===== config.mk =====
export PLATFORM = sky130hd
export DESIGN_NAME = spi_master
export DESIGN_NICKNAME = d
export VERILOG_FILES = /design/src/rtl/spi_master_pkg.sv /design/src/rtl/spi_sclk_gen.sv /design/src/rtl/spi_master.sv
export SDC_FILE = /design/constraint.sdc
export NUM_CORES = 1
export LEC_CHECK = 0
export ABC_AREA = 1
export CORE_MARGIN = 5
export CORE_UTILIZATION = 53
export CTS_BUF_LIST = sky130_fd_sc_hd__clkbuf_16
export DETAILED_ROUTE_END_ITERATION = 8
export GPL_TIMING_DRIVEN = 0
export PLACE_DENSITY = 0.79
export SYNTH_ARGS = -nofsm -noshare
export SYNTH_HDL_FRONTEND = slang
export SYNTH_SLANG_ARGS = --single-unit
export TNS_END_PERCENT = 5

===== constraint.sdc =====
create_clock -name sysclk -period 1.62 [get_ports sysclk]
set_input_delay 0.162 -clock sysclk [delete_from_list [all_inputs] [get_ports sysclk]]
set_output_delay 0.162 -clock sysclk [all_outputs]
set_load 0.01 [all_outputs]

===== src/rtl/spi_master_pkg.sv =====
// spi_master_pkg: shared frame layout, chip-select levels, master FSM state
// encoding and small elaboration-time helpers for the SPI master.
package spi_master_pkg;

    localparam int MASTER_FRAME_WIDTH = 24;
    localparam int CMD_BITS           = 8;
    localparam int ADDR_BITS          = 8;
    localparam int PAYLOAD_BITS       = 8;

    localparam logic CS_ASSERT   = 1'b0;
    localparam logic CS_DEASSERT = 1'b1;

    // Master FSM states, 3-bit encoding kept stable for legacy tooling
    localparam logic [2:0] ST_IDLE  = 3'd0;
    localparam logic [2:0] ST_SETUP = 3'd1;
    localparam logic [2:0] ST_PRE   = 3'd2;
    localparam logic [2:0] ST_XFER  = 3'd3;
    localparam logic [2:0] ST_HOLD  = 3'd4;
    localparam logic [2:0] ST_GAP   = 3'd5;

    // Largest of three timing parameters; sizes the shared phase timer
    function automatic int max3(input int a, input int b, input int c);
        int m;
        m = a;
        if (b > m) m = b;
        if (c > m) m = c;
        return m;
    endfunction

endpackage


===== src/rtl/spi_sclk_gen.sv =====
// spi_sclk_gen: divides sysclk by 2*CLK_DIV to form a mode-0 sclk.
// While disabled the divider sits preloaded so the first enabled edge
// raises sclk immediately. Strobes look one edge ahead:
//   rise      - last low cycle, sclk rises on the next edge (if enabled)
//   fall_next - last high cycle, sclk falls on the next edge
module spi_sclk_gen #(
    parameter int CLK_DIV = 3
) (
    input  logic sysclk,
    input  logic rst,
    input  logic en,
    output logic sclk,
    output logic rise,
    output logic fall_next
);

    localparam int              DW       = (CLK_DIV < 2) ? 1 : $clog2(CLK_DIV);
    localparam logic [DW-1:0]   DIV_LAST = DW'(CLK_DIV - 1);

    logic [DW-1:0] div_cnt_r;
    logic          sclk_r;

    // Half-period divider; toggles sclk every CLK_DIV enabled cycles
    always_ff @(posedge sysclk) begin
        if (rst) begin
            div_cnt_r <= DIV_LAST;
            sclk_r    <= 1'b0;
        end else if (!en) begin
            div_cnt_r <= DIV_LAST;
            sclk_r    <= 1'b0;
        end else if (div_cnt_r == DIV_LAST) begin
            div_cnt_r <= '0;
            sclk_r    <= ~sclk_r;
        end else begin
            div_cnt_r <= div_cnt_r + DW'(1);
            sclk_r    <= sclk_r;
        end
    end

    assign sclk      = sclk_r;
    assign rise      = ~sclk_r & (div_cnt_r == DIV_LAST);
    assign fall_next =  sclk_r & (div_cnt_r == DIV_LAST);

endmodule


===== src/rtl/spi_master.sv =====
// spi_master: SPI mode-0 master shifting one 24-bit frame MSB first and
// capturing the 24-bit MISO response. Define SPI_MASTER_PREAMBLE_EN to
// insert one dummy sclk period (mosi=0, MISO ignored) before the data.
module spi_master
    import spi_master_pkg::*;
#(
    parameter int CLK_DIV  = 3,
    parameter int CS_SETUP = 2,
    parameter int CS_HOLD  = 2,
    parameter int CS_IDLE  = 4
) (
    input  logic                          sysclk,
    input  logic                          rst,
    input  logic                          i_start,
    input  logic [MASTER_FRAME_WIDTH-1:0] i_frame,
    output logic                          o_busy,
    output logic                          o_done,
    output logic [MASTER_FRAME_WIDTH-1:0] o_rx_frame,
    output logic                          sclk,
    output logic                          cs,
    output logic                          mosi,
    input  logic                          miso
);

    localparam int MSB = MASTER_FRAME_WIDTH - 1;
    localparam int TW  = $clog2(max3(CS_SETUP, CS_HOLD, CS_IDLE) + 1);

    localparam logic [TW-1:0] SETUP_LAST = TW'(CS_SETUP - 1);
    localparam logic [TW-1:0] HOLD_LAST  = TW'(CS_HOLD - 1);
    localparam logic [TW-1:0] IDLE_LAST  = TW'(CS_IDLE - 1);
    localparam logic [4:0]    BIT_LAST   = 5'(MASTER_FRAME_WIDTH - 1);

    generate
        if (CLK_DIV < 2 || CS_SETUP < 1 || CS_HOLD < 1 || CS_IDLE < 3) begin : g_bad_timing
            $error("spi_master: CLK_DIV>=2, CS_SETUP>=1, CS_HOLD>=1, CS_IDLE>=3 required");
        end
        if (CMD_BITS + ADDR_BITS + PAYLOAD_BITS != MASTER_FRAME_WIDTH) begin : g_bad_frame
            $error("spi_master: frame field widths do not sum to the frame width");
        end
    endgenerate

`ifdef SPI_MASTER_PREAMBLE_EN
    localparam logic [2:0] ST_AFTER_SETUP = ST_PRE;
`else
    localparam logic [2:0] ST_AFTER_SETUP = ST_XFER;
`endif

    logic [2:0]    state_r;
    logic [2:0]    state_nxt_s;
    logic [TW-1:0] tmr_r;
    logic [4:0]    bit_cnt_r;
    logic [MSB:0]  tx_r;
    logic [MSB:0]  rx_r;
    logic [MSB:0]  rx_frame_r;
    logic          cs_r;
    logic          mosi_r;
    logic          busy_r;
    logic          done_r;
    logic          first_mosi_s;
    logic          sclk_en_s;
    logic          sclk_s;
    logic          rise_s;
    logic          fall_next_s;

    // With the preamble, mosi stays low until the dummy period ends
`ifdef SPI_MASTER_PREAMBLE_EN
    assign first_mosi_s = 1'b0;
`else
    assign first_mosi_s = i_frame[MSB];
`endif

    // Next-state decode; sclk runs in any cycle whose next state clocks data
    always_comb begin
        state_nxt_s = state_r;
        case (state_r)
            ST_IDLE: begin
                if (i_start) state_nxt_s = ST_SETUP;
                else         state_nxt_s = ST_IDLE;
            end
            ST_SETUP: begin
                if (tmr_r == SETUP_LAST) state_nxt_s = ST_AFTER_SETUP;
                else                     state_nxt_s = ST_SETUP;
            end
            ST_PRE: begin
                if (rise_s) state_nxt_s = ST_XFER;
                else        state_nxt_s = ST_PRE;
            end
            ST_XFER: begin
                if (rise_s && bit_cnt_r == BIT_LAST) state_nxt_s = ST_HOLD;
                else                                 state_nxt_s = ST_XFER;
            end
            ST_HOLD: begin
                if (tmr_r == HOLD_LAST) state_nxt_s = ST_GAP;
                else                    state_nxt_s = ST_HOLD;
            end
            ST_GAP: begin
                if (tmr_r == IDLE_LAST) state_nxt_s = ST_IDLE;
                else                    state_nxt_s = ST_GAP;
            end
            default: state_nxt_s = ST_IDLE;
        endcase
    end

    assign sclk_en_s = (state_nxt_s == ST_PRE) || (state_nxt_s == ST_XFER);

    spi_sclk_gen #(
        .CLK_DIV   (CLK_DIV)
    ) u_sclk_gen (
        .sysclk    (sysclk),
        .rst       (rst),
        .en        (sclk_en_s),
        .sclk      (sclk_s),
        .rise      (rise_s),
        .fall_next (fall_next_s)
    );

    // FSM, phase timer, shift registers and registered pin/host outputs
    always_ff @(posedge sysclk) begin
        if (rst) begin
            state_r    <= ST_IDLE;
            tmr_r      <= '0;
            bit_cnt_r  <= 5'd0;
            tx_r       <= '0;
            rx_r       <= '0;
            rx_frame_r <= '0;
            cs_r       <= CS_DEASSERT;
            mosi_r     <= 1'b0;
            busy_r     <= 1'b0;
            done_r     <= 1'b0;
        end else begin
            state_r <= state_nxt_s;
            done_r  <= 1'b0;
            // Timer restarts on every state change; only timed states read it
            if (state_nxt_s != state_r) tmr_r <= '0;
            else                        tmr_r <= tmr_r + TW'(1);
            case (state_r)
                ST_IDLE: begin
                    if (i_start) begin
                        tx_r      <= i_frame;
                        bit_cnt_r <= 5'd0;
                        busy_r    <= 1'b1;
                        cs_r      <= CS_ASSERT;
                        mosi_r    <= first_mosi_s;
                    end
                end
                ST_SETUP: begin
                    cs_r <= CS_ASSERT;
                end
                ST_PRE: begin
                    if (rise_s) mosi_r <= tx_r[MSB];
                end
                ST_XFER: begin
                    if (fall_next_s) begin
                        rx_r   <= {rx_r[MSB-1:0], miso};
                        tx_r   <= {tx_r[MSB-1:0], 1'b0};
                        mosi_r <= tx_r[MSB-1];
                    end
                    if (rise_s) bit_cnt_r <= bit_cnt_r + 5'd1;
                end
                ST_HOLD: begin
                    mosi_r <= 1'b0;
                    if (state_nxt_s == ST_GAP) begin
                        cs_r       <= CS_DEASSERT;
                        done_r     <= 1'b1;
                        rx_frame_r <= rx_r;
                    end
                end
                ST_GAP: begin
                    if (state_nxt_s == ST_IDLE) busy_r <= 1'b0;
                end
                default: begin
                    cs_r   <= CS_DEASSERT;
                    mosi_r <= 1'b0;
                    busy_r <= 1'b0;
                end
            endcase
        end
    end

    assign o_busy     = busy_r;
    assign o_done     = done_r;
    assign o_rx_frame = rx_frame_r;
    assign sclk       = sclk_s;
    assign cs         = cs_r;
    assign mosi       = mosi_r;

endmodule


==> flow_metrics.tcl <==
set metrics [dict create \
    status "finished clean" \
    clk_latency_ps 330 \
    syn-cell-area_um2 3530 \
    fin_worst_skew_ps 5.67 \
    setup_viol 0 \
    drc_errors 0 \
    dpl.cell_count 607 \
    cts_sinks 90 \
    final_nets 584 \
    rsz0062_at_grt "yes" \
    synth_seq_cells 90 \
    worstHoldStart "rst" \
    io_buffer_count 55 \
    antenna_found_initial 0 \
    cts_buffers 9 \
    layout_commonest_cell "nor2_1" \
    maxCapViolCount 0 \
    routed_wl_um 8230 \
    synthCells 475 \
    yosys.area_share.simple 0.242 \
    synth_area_leaders "dfxtp_1 (51%), nor2_1 (13%), o21ai_0 (10%), nand2_1 (8.2%), a31oi_1 (4.3%)" \
    ff2ff_path_depth 11 \
    slew_headroom 0.640 \
    cts-root-buf "clkbuf_16" \
    die_y_um 91.6 \
    pre_cts_slack_ps -166 \
    crit_required_ps 1880 \
    firstDrtPassIters 4 \
    cp_max_fo 7 \
    grtUsageTotal 0.193 \
    fin_crit_sh 0.995 \
    synth_top_area_cell "dfxtp_1" \
    area_delta_synth_final_pct 31.5 \
    post-route-min-period_ps 1610 \
    antenna_cells 0 \
    most-common-layout-cells "nor2_1 (115), dfxtp_1 (88), o21ai_0 (73)" \
    r2r_slack_ps 8 \
    yosysWarnings 0 \
    tightest_slew_ps 540 \
    h-tree-depth 3 \
    end_kind "register" \
    cts_max_path_buffers 2 \
    drive_gt1_frac 0.110 \
    grt_pass1_wl_um 13400 \
    synth_fp_nets 507 \
    p_leak_uw 0.00194 \
    grt_max_degree 16 \
    worstReg2RegStart "state_r[2]" \
    gp_congestion 0.872 \
    cp-start-kind "register" \
    path_class "reg2reg" \
    antenna_left 0 \
    initial_utilization 0.550 \
    synth-compound-area-share 0.174 \
    dpl.hpwl_um 5420 \
    core-area_um2 6420 \
    yosys.area_share.xor_xnor 0 \
    stdcell_count 633 \
    hold-path-cell-count 2 \
    synth.distinct_cells 25 \
    cts.clk_slew.worst_paths_ps 60 \
    nFillCells 514 \
    via_per_inst 5.31 \
    synth.avg_cell_area_um2 7.43 \
    power_density_nw_per_um2 1080 \
    num_rows 29 \
    fmaxAchievable_mhz 620 \
    grt_overflow 0 \
    synth_top_family_by_area "simple AND/OR/NAND/NOR gates" \
    routedWlPerCell_um 13.0 \
    min_to "state_r[0]" \
    worst_ir_drop_vdd_uv 666 \
    num_io_pins 57 \
    drt_iter0_drc 185 \
    reg2reg_to "tx_r[18]" \
    ys_seq_area_frac 0.510 \
    synth-adder-area-share 0.0142 \
    grt_pass1_vias 3018 \
    cp.arrival_ps 1870 \
    final_hold_viol_count 0 \
    setup_ws_ps 8.04 \
    die_x_um 91.6 \
    cts_tree "done" \
    synth_top_area_frac 0.510 \
    num_vias 3362 \
    dieArea_um2 8390 \
    slew_violations 0 \
    worstHoldPathType "in2reg" \
    ctsHoldBuffers 0 \
    muxShareOfSynthArea 0 \
]
[kinds of logic after synthesis]
| logic type | Yosys count |
|---|---|
| and+or+nand+nor | 216 |
| DFF | 90 |
| AOI/OAI and AO/OA | 115 |
| buffers and inverters | 50 |
| adders and majority gates | 4 |
[sequential cells by signal, indices dropped and copies added, names as in the netlist]
name / cells
u_sclk_gen.sclk: 1
bit_cnt_r: 5
o_done: 1
mosi: 1
u_sclk_gen.div_cnt_r: 2
rx_r: 24
tx_r: 24
o_busy: 1
o_rx_frame: 24
state_r: 3
tmr_r: 3
cs: 1
[layout make-up]
class | instances | area (µm²) | area share
clock buffer | 9 | 225 | 0.0485
buffer | 26 | 151 | 0.0326
inverter | 22 | 90.1 | 0.0194
timing repair buffer | 68 | 663 | 0.143
tap | 77 | 96.3 | 0.0208
multi-input combinational | 335 | 1560 | 0.337
sequential | 90 | 1810 | 0.390
clock inverter | 6 | 42.5 | 0.00916
[metrics by stage]
stage / power, µW / instance area, µm² / hold WS [ps] / setup TNS [ps] / util
final: 5020 / 4640 / 227 / 0 / 0.723
after global routing: 5250 / 4640 / 272 / -1190 / 0.723
after CTS: 4960 / 4480 / 225 / -167 / 0.698
after detailed placement: 3080 / 4180 / 423 / -4290 / 0.650
after global placement: 3060 / 4180 / 407 / -2920 / 0.650
after floorplan: 2870 / 3530 / 297 / 0 / -
[worst max-delay path by stage]
stage          startpoint        to  slack, ps  depth (start not counted)
3_5_place_dp   state_r[1]   tx_r[3]       -170                          9
4_1_cts        state_r[2]   tx_r[3]        -30                         10
6_report       state_r[2]  tx_r[18]          8                         11
3_3_place_gp   state_r[1]   tx_r[7]       -130                          9
5_1_grt          tmr_r[0]  tmr_r[0]        -80                          9
2_1_floorplan  state_r[2]  tx_r[10]        140                         10
[power by group]
part	total (µW)	internal, µW	switching [µW]
Combinational	721	321	399
Sequential	2430	2350	80.1
Clock	1870	1040	839
[layer usage]
metal | routed length, µm | global-route usage | vias to the layer above
met3 | 359 | 0.0355 | 12
met4 | 135 | 0.0804 | 0
met1 | 3630 | 0.241 | 1541
met5 | 0 | 0 | -
li1 | - | - | 1722
met2 | 4100 | 0.326 | 87
[Yosys cell counts]
cell type / n
a211oi_1: 1
nor3b_1: 1
nor3_1: 5
and3_1: 1
nor2_1: 118
clkbuf_1: 17
o211ai_1: 1
buf_1: 2
buf_4: 1
nand2_1: 77
inv_2: 3
buf_2: 7
nand2_2: 1
nand4_1: 1
buf_6: 1
o21ai_0: 74
o21ai_1: 6
inv_1: 19
dfxtp_1: 90
nand3_1: 10
nor2_4: 2
a41oi_1: 1
a21oi_1: 8
a31oi_1: 24
ha_1: 4
[critical path: stages, from the launching register on]
cell     delay [ps]
dfxtp_4         360
inv_4            90
nand2_4          70
nor2_4          150
inv_4            70
nor2_4          150
inv_4            80
nand2_4          70
buf_6           130
buf_4           110
o21ai_0          80
a31oi_1         180
[timing repair]
action / 4_1_cts / 5_1_grt
endpoints found under the setup margin: 61 / 71
pin swaps: 1 / 5
resized for setup: 11 / 33
cloned: 0 / 2
setup buffers: 2 / 9
endpoints found under the hold margin: 0 / 0
(Power assumes the default switching activity.)
